===== src/rtl/imem_arbiter.sv =====
// imem_arbiter: shares the program BRAM read port between instruction fetch (IF) and
// load/debug reads (LS), tracking in-flight reads through a READ_LAT-deep tag pipeline.
module imem_arbiter #(
    parameter int unsigned READ_LAT = 2,
    parameter int unsigned ADDR_W   = 32,
    parameter int unsigned DATA_W   = 32
) (
    input  logic              clk,
    input  logic              rst,
    input  logic              if_req_valid,
    input  logic [ADDR_W-1:0] if_req_addr,
    output logic              if_req_ready,
    input  logic              ls_req_valid,
    input  logic [ADDR_W-1:0] ls_req_addr,
    output logic              ls_req_ready,
    input  logic              stall,
    input  logic              if_flush,
    output logic              mem_read_en,
    output logic [ADDR_W-1:0] mem_addr,
    input  logic [DATA_W-1:0] mem_q,
    output logic              if_rsp_valid,
    output logic [DATA_W-1:0] if_rsp_data,
    output logic              ls_rsp_valid,
    output logic [DATA_W-1:0] ls_rsp_data,
    output logic [2:0]        inflight
);
    typedef enum logic {REQ_IF = 1'b0, REQ_LS = 1'b1} req_e;

    req_e                pri_q, pri_d;
    logic [READ_LAT-1:0] stg_valid_q, stg_valid_d;
    req_e                stg_id_q [READ_LAT];
    req_e                stg_id_d [READ_LAT];
    logic [ADDR_W-1:0]   mem_addr_q, mem_addr_d;
    logic [2:0]          inflight_q, inflight_d;
    logic                grant;
    req_e                grant_id;
    logic                last_valid;
    req_e                last_id;

    always_comb begin
        grant    = 1'b0;
        grant_id = pri_q;
        if (!rst && !stall) begin
            if (if_req_valid && ls_req_valid) begin
                grant    = 1'b1;
                grant_id = pri_q;
            end else if (if_req_valid) begin
                grant    = 1'b1;
                grant_id = REQ_IF;
            end else if (ls_req_valid) begin
                grant    = 1'b1;
                grant_id = REQ_LS;
            end
        end

        pri_d      = pri_q;
        mem_addr_d = mem_addr_q;
        if (grant) begin
            pri_d      = (grant_id == REQ_IF) ? REQ_LS : REQ_IF;
            mem_addr_d = (grant_id == REQ_IF) ? if_req_addr : ls_req_addr;
        end
    end

    // A grant in the flush cycle belongs to the new fetch path, so only older IF tags are masked.
    always_comb begin
        stg_valid_d    = '0;
        stg_id_d       = '{default: REQ_IF};
        stg_valid_d[0] = grant;
        stg_id_d[0]    = grant_id;
        for (int unsigned k = 1; k < READ_LAT; k++) begin
            stg_valid_d[k] = stg_valid_q[k-1] && !(if_flush && (stg_id_q[k-1] == REQ_IF));
            stg_id_d[k]    = stg_id_q[k-1];
        end

        inflight_d = '0;
        for (int unsigned k = 0; k < READ_LAT; k++) begin
            inflight_d = inflight_d + 3'(stg_valid_d[k]);
        end
    end

    always_ff @(posedge clk or posedge rst) begin
        if (rst) begin
            pri_q       <= REQ_IF;
            stg_valid_q <= '0;
            stg_id_q    <= '{default: REQ_IF};
            mem_addr_q  <= '0;
            inflight_q  <= '0;
        end else begin
            pri_q       <= pri_d;
            stg_valid_q <= stg_valid_d;
            stg_id_q    <= stg_id_d;
            mem_addr_q  <= mem_addr_d;
            inflight_q  <= inflight_d;
        end
    end

    assign if_req_ready = grant && (grant_id == REQ_IF);
    assign ls_req_ready = grant && (grant_id == REQ_LS);
    assign mem_read_en  = grant;
    assign mem_addr     = mem_addr_d;

    assign last_valid   = stg_valid_q[READ_LAT-1];
    assign last_id      = stg_id_q[READ_LAT-1];
    assign if_rsp_valid = last_valid && (last_id == REQ_IF) && !if_flush;
    assign ls_rsp_valid = last_valid && (last_id == REQ_LS);
    assign if_rsp_data  = mem_q;
    assign ls_rsp_data  = mem_q;
    assign inflight     = inflight_q;
endmodule


===== config.mk =====
export PLATFORM = sky130hd
export DESIGN_NAME = imem_arbiter
export DESIGN_NICKNAME = d
export VERILOG_FILES = /design/src/rtl/imem_arbiter.sv
export SDC_FILE = /design/constraint.sdc
export NUM_CORES = 1
export LEC_CHECK = 0
export BUFFER_PORTS_ARGS = -buffer_cell sky130_fd_sc_hd__clkbuf_2
export CAP_MARGIN = 20
export CORE_ASPECT_RATIO = 1.5
export CORE_MARGIN = 5
export CORE_UTILIZATION = 34
export CTS_BUF_LIST = sky130_fd_sc_hd__clkbuf_8
export CTS_CLUSTER_DIAMETER = 150
export DETAILED_ROUTE_END_ITERATION = 8
export PLACE_DENSITY_LB_ADDON = 0.25
export SETUP_SLACK_MARGIN = 0.4
export SYNTH_ARGS = -nofsm -noshare
export SYNTH_HDL_FRONTEND = slang
export SYNTH_SLANG_ARGS = --single-unit

===== constraint.sdc =====
create_clock -name clk -period 1.35 [get_ports clk]
set_clock_uncertainty 0.2 [all_clocks]
set_input_delay 0.0675 -clock clk [delete_from_list [all_inputs] [get_ports clk]]
set_output_delay 0.0675 -clock clk [all_outputs]
set_load 0.01 [all_outputs]

; ---- Word-level counts from Yosys, hierarchy flattened
; Index checks and enable logic that the tools add are counted.
[word_totals]
in_bits = 102
register_bits = 39
wordCells = 34
[op_classes]
add_sub_neg = 1
n_bitwise = 3
n_reduce_logical = 13
n_mux = 11
[ops]
columns = op, n
row1 = $mux W32, 2
row2 = $logic_and A1 B1 Y1, 9
row3 = $mux W1, 9
row4 = $logic_not A1 Y1, 4
row5 = $not A1 Y1, 3
row6 = $add A1 B1 Y2, 1

; ---- Longest topological paths before layout
[logic_depth]
ltp_word = 6
ltp_mapped = 6
depth_no_buf = 4

; ---- Worst setup path after synthesis
; OpenSTA, ideal clock, no wires.
[synth_path]
kind = register -> register
startpoint = reg pri_q
endpoint = reg mem_addr_q[18]
stages_incl_launch_ff = 7
synth_period_minus_slack_ns = 1.546
t_arrival_ns = 1.210
t_required_ns = 1.014
slack_ns = -0.196
cell_sequence = dfrtp_1 -> nand2_1 -> and3_1 -> buf_4 -> buf_6 -> a22o_1 -> a21o_1
[synth_via]
elab_chain_cells = 6
[synth_rtl]
columns = element, line
row1 = "start, declared", 29  ; req_e pri_q, pri_d;
row2 = "start signal, assigned", 89  ; pri_q <= pri_d;
row3 = $mux W1, 50  ; end else if (ls_req_valid) begin
row4 = $mux W1, 47  ; end else if (if_req_valid) begin
row5 = $mux W1, 44  ; if (if_req_valid && ls_req_valid) begin
row6 = $mux W1 (*), 43  ; if (!rst && !stall) begin
row7 = $mux W32 (*), 60  ; mem_addr_d = (grant_id == REQ_IF) ? if_req_addr : ls_req_addr;
row8 = $mux W32 (*), 58  ; if (grant) begin
row9 = named net mem_addr[18], 19  ; output logic [ADDR_W-1:0] mem_addr,
row10 = "end signal, assigned", 92  ; mem_addr_q <= mem_addr_d;
row11 = "end, declared", 33  ; logic [ADDR_W-1:0] mem_addr_q, mem_addr_d;
; Mark *: on every way through the listed nets, which the timed path passes. The rest lies on a longest branch.
; A chain may end at the register's enable or synchronous reset.

; ---- Worst setup path in the final report
[layout_path]
startpoint = reg pri_q
endpoint = out mem_addr[18]
[layout_via]
elab_chain_cells = 6
[layout_rtl]
columns = element, line
row1 = $mux W1, 50
row2 = $mux W1, 47
row3 = $mux W1, 44
row4 = $mux W1 (*), 43
row5 = $mux W32 (*), 60
row6 = $mux W32 (*), 58
row7 = "end, declared", 19
; Mark *: on every way between the ends. The rest lies on a longest branch, timed or not.

==> run summary <==
Port Buffer Count: 108
Cell chain of the critical path: nand2_1 -> and3_4 -> nor2_4 -> buf_12 -> a21o_1 -> buf_2
Worst-path clk slew: 0.07 ns
YS warnings: 0
Unique masters post-synth: 21
Clock network power share: 24.5%
Final period util: 131%
DR iter-0 viols: 29
CTS Buf Count: 5
CP required: 1.08 ns
Hold buffer count at CTS: 32
Initial Util: 35.2%
DR vias/cell: 4.81
Lkg Pwr: 1.97 nW
Cell internal pwr: 2.46 mW
Gate Count Post-Synth: 196
Initial antenna violation count: 0
Status: complete, but fails checks
Yosys reg bits: 39
Critical path's slowest cell: dfrtp_1
Final Worst Setup Slack: -0.423 ns
Fin nets: 394
Hold Vio Cnt, Final: 41
Sequential fraction of the synthesis area: 44.9%
DPL Wire Length: 4660 um
RR Startpoint: pri_q$_DFFE_PP0P_
Min-delay worst type: input pin to async pin
WHS: -0.231 ns
P per Cell Area: 1120 mW/mm^2
Final setup fails: 67
Vias in the first global route: 1,866
Sequential share of power: 41.0%
Logic gate share of total power: 34.5%
Highest clock rate: 564 MHz
Reg area: 976 sq um
Setup Crit Path Kind: flop to output pin
Cell Area, Placed: 0.00243 sq mm
Max Cap Viol: 0
Area delta synth->final: 42.2%
Core area: 0.00617 sq mm
Post-layout minimum cycle time: 1.77 ns
Die Area: 0.00813 sq mm
DRC viols: 0
Gpl congestion: 0.741
Critical Path Source: pri_q$_DFFE_PP0P_
Pins over their slew limit: 0
Synthesized area per cell: 11.1 sq um
Total I/O pin count: 206
Row cnt: 35
DR pass1 iterations: 4
Detail Route Antenna Nets: 0
Clock tree sinks: 39
Die H: 108 um
Largest net degree at the start of global routing: 34
Die Wd: 75.3 um
Clock Latency Late Sink: 0.28 ns
Violated checks: negative hold slack, negative setup slack
Maximum resistive drop on vdd: 746 uV
Via count: 1,759
CP Launch Type: flop
Sw Share: 29.1%
Routed WL per cell: 18.0 um
First-pass GRT wire length: 9110 um
Total grt overflow: 0
Finished Cell Area: 0.00309 sq mm
Routed wire length: 6600 um
WP data arrival: 1.51 ns
Clock Tree Root: clkbuf_8
Clock Path Buffers: 2
Crit. End Element: output pin
Worst path max stage delay: 0.38 ns
Synth Net Count: 299
Area occupied by multi-input gates: 689 sq um
NetSw: 1.01 mW
CTS tree: yes
Fill count: 548
Worst-path maximum fanout: 26
Ratio of cells with drive above 1 in the final layout: 51.7%
H-Tree Depth: 2
# diodes: 0
RSZ-0062 raised after global routing: yes
Mapped Area: 0.00217 sq mm
Tot GR Track Use: 15.0%
stage by stage:
step	power, mW	utilization, %	instances	setup TNS (ns)	setup slack [ns]
after floorplan	2.18	-	196	-5.87	-0.142
after global placement	2.40	39.4	319	-9.17	-0.211
after detailed placement	2.41	39.4	319	-11.25	-0.246
after CTS	3.47	47.3	361	-15.55	-0.440
after global routing	3.71	50.1	366	-21.09	-0.535
final	3.47	50.1	366	-14.87	-0.423
metal layers:
layer  global-route usage, %  share of wire (%)  wire (um)
met5                       0                  0          0
met4                    6.00                2.1        139
met3                    3.63                 10        678
met2                    28.5                 57       3790
met1                    14.8                 30       1990
final cells by class:
class,instances,area share (%)
timing repair buffer,163,39.4
sequential,39,31.6
multi-input combinational,79,22.3
clock buffer,7,3.11
tap,74,2.99
inverter,3,0.566
clock inverter,1,0.121
kinds of logic (layout without fill, tap and decap cells):
logic type	Yosys count	in the layout	share of synthesized area (%)
simple gates	8	8	2.30
compound gates	68	68	25.3
other cells	1	1	0.172
buf+inv	78	174	26.4
fa+ha+maj	1	1	0.575
mux	1	1	0.460
flops	39	39	44.9
synth_stat cells, drive strengths merged:
cell / instances / area share [%]
nor2: 2 / 0.69
conb: 1 / 0.17
and3: 1 / 0.29
nor3b: 2 / 0.69
ha: 1 / 0.58
o31ai: 1 / 0.35
a22o: 31 / 12
a2bb2oi: 1 / 0.40
a21boi: 1 / 0.35
buf: 75 / 26
a21o: 32 / 11
mux2i: 1 / 0.46
dfrtp: 39 / 45
o21ai: 2 / 0.63
nand2: 2 / 0.35
inv: 3 / 0.52
and2: 1 / 0.29
critical path, delay by kind of cell, from the launching register on:
kind | cells | cell delay, ns
flip-flops | 1 | 0.38
AND/OR/NAND/NOR | 3 | 0.34
buffers and inverters | 2 | 0.31
AO/OA/AOI/OAI | 1 | 0.19
sequential cells by signal (all words and copies together) (netlist names):
signal       cells
inflight         2
last_id          1
mem_addr_q      32
pri_q            1
stg_id_d         1
stg_valid_q      2
final timing paths:
path / to / slack [ns] / cells after the start
hold reg to reg: last_id$_DFF_PP0_ / 0.20 / 0
hold / removal: mem_addr_q[2]$_DFF_PP0_ / -0.23 / 4
min in group clk: mem_addr_q[27]$_DFF_PP0_ / -0.20 / 2
setup / recovery: mem_addr[18] / -0.42 / 6
setup reg to reg: mem_addr_q[4]$_DFF_PP0_ / -0.15 / 6
max in group asynchronous: mem_addr_q[13]$_DFF_PP0_ / 0.77 / 5
what timing repair did:
action,4_1_cts,5_1_grt
buffers inserted,2,4
gates cloned,0,1
gates resized for setup,12,59
pin swaps,7,3
endpoints found under the hold margin,106,41
setup endpoints to repair,76,141
power groups by stage:
stage	registers, mW	clock network [mW]	logic (mW)
floorplan	1.43	0	0.749
global placement	1.44	0	0.957
detailed placement	1.45	0	0.964
CTS	1.42	0.899	1.15
global route	1.44	0.954	1.31
finish	1.42	0.852	1.20
placed cells by master, fill, tap and decap left out, drive strengths merged:
cell          netlist  routed
o21ai               2       2
dfrtp              39      39
nor2                2       2
a21boi              1       1
buf                75      37
and3                1       1
a22o               31      31
o31ai               1       1
clkbuf              0     101
inv                 3       3
and2                1       1
clkinvlp            0       1
dlymetal6s4s        0      32
a21o               32      32
mux2i               1       1
conb                1       1
nor3b               2       2
nand2               2       2
a2bb2oi             1       1
ha                  1       1
(Power assumes the default switching activity.)
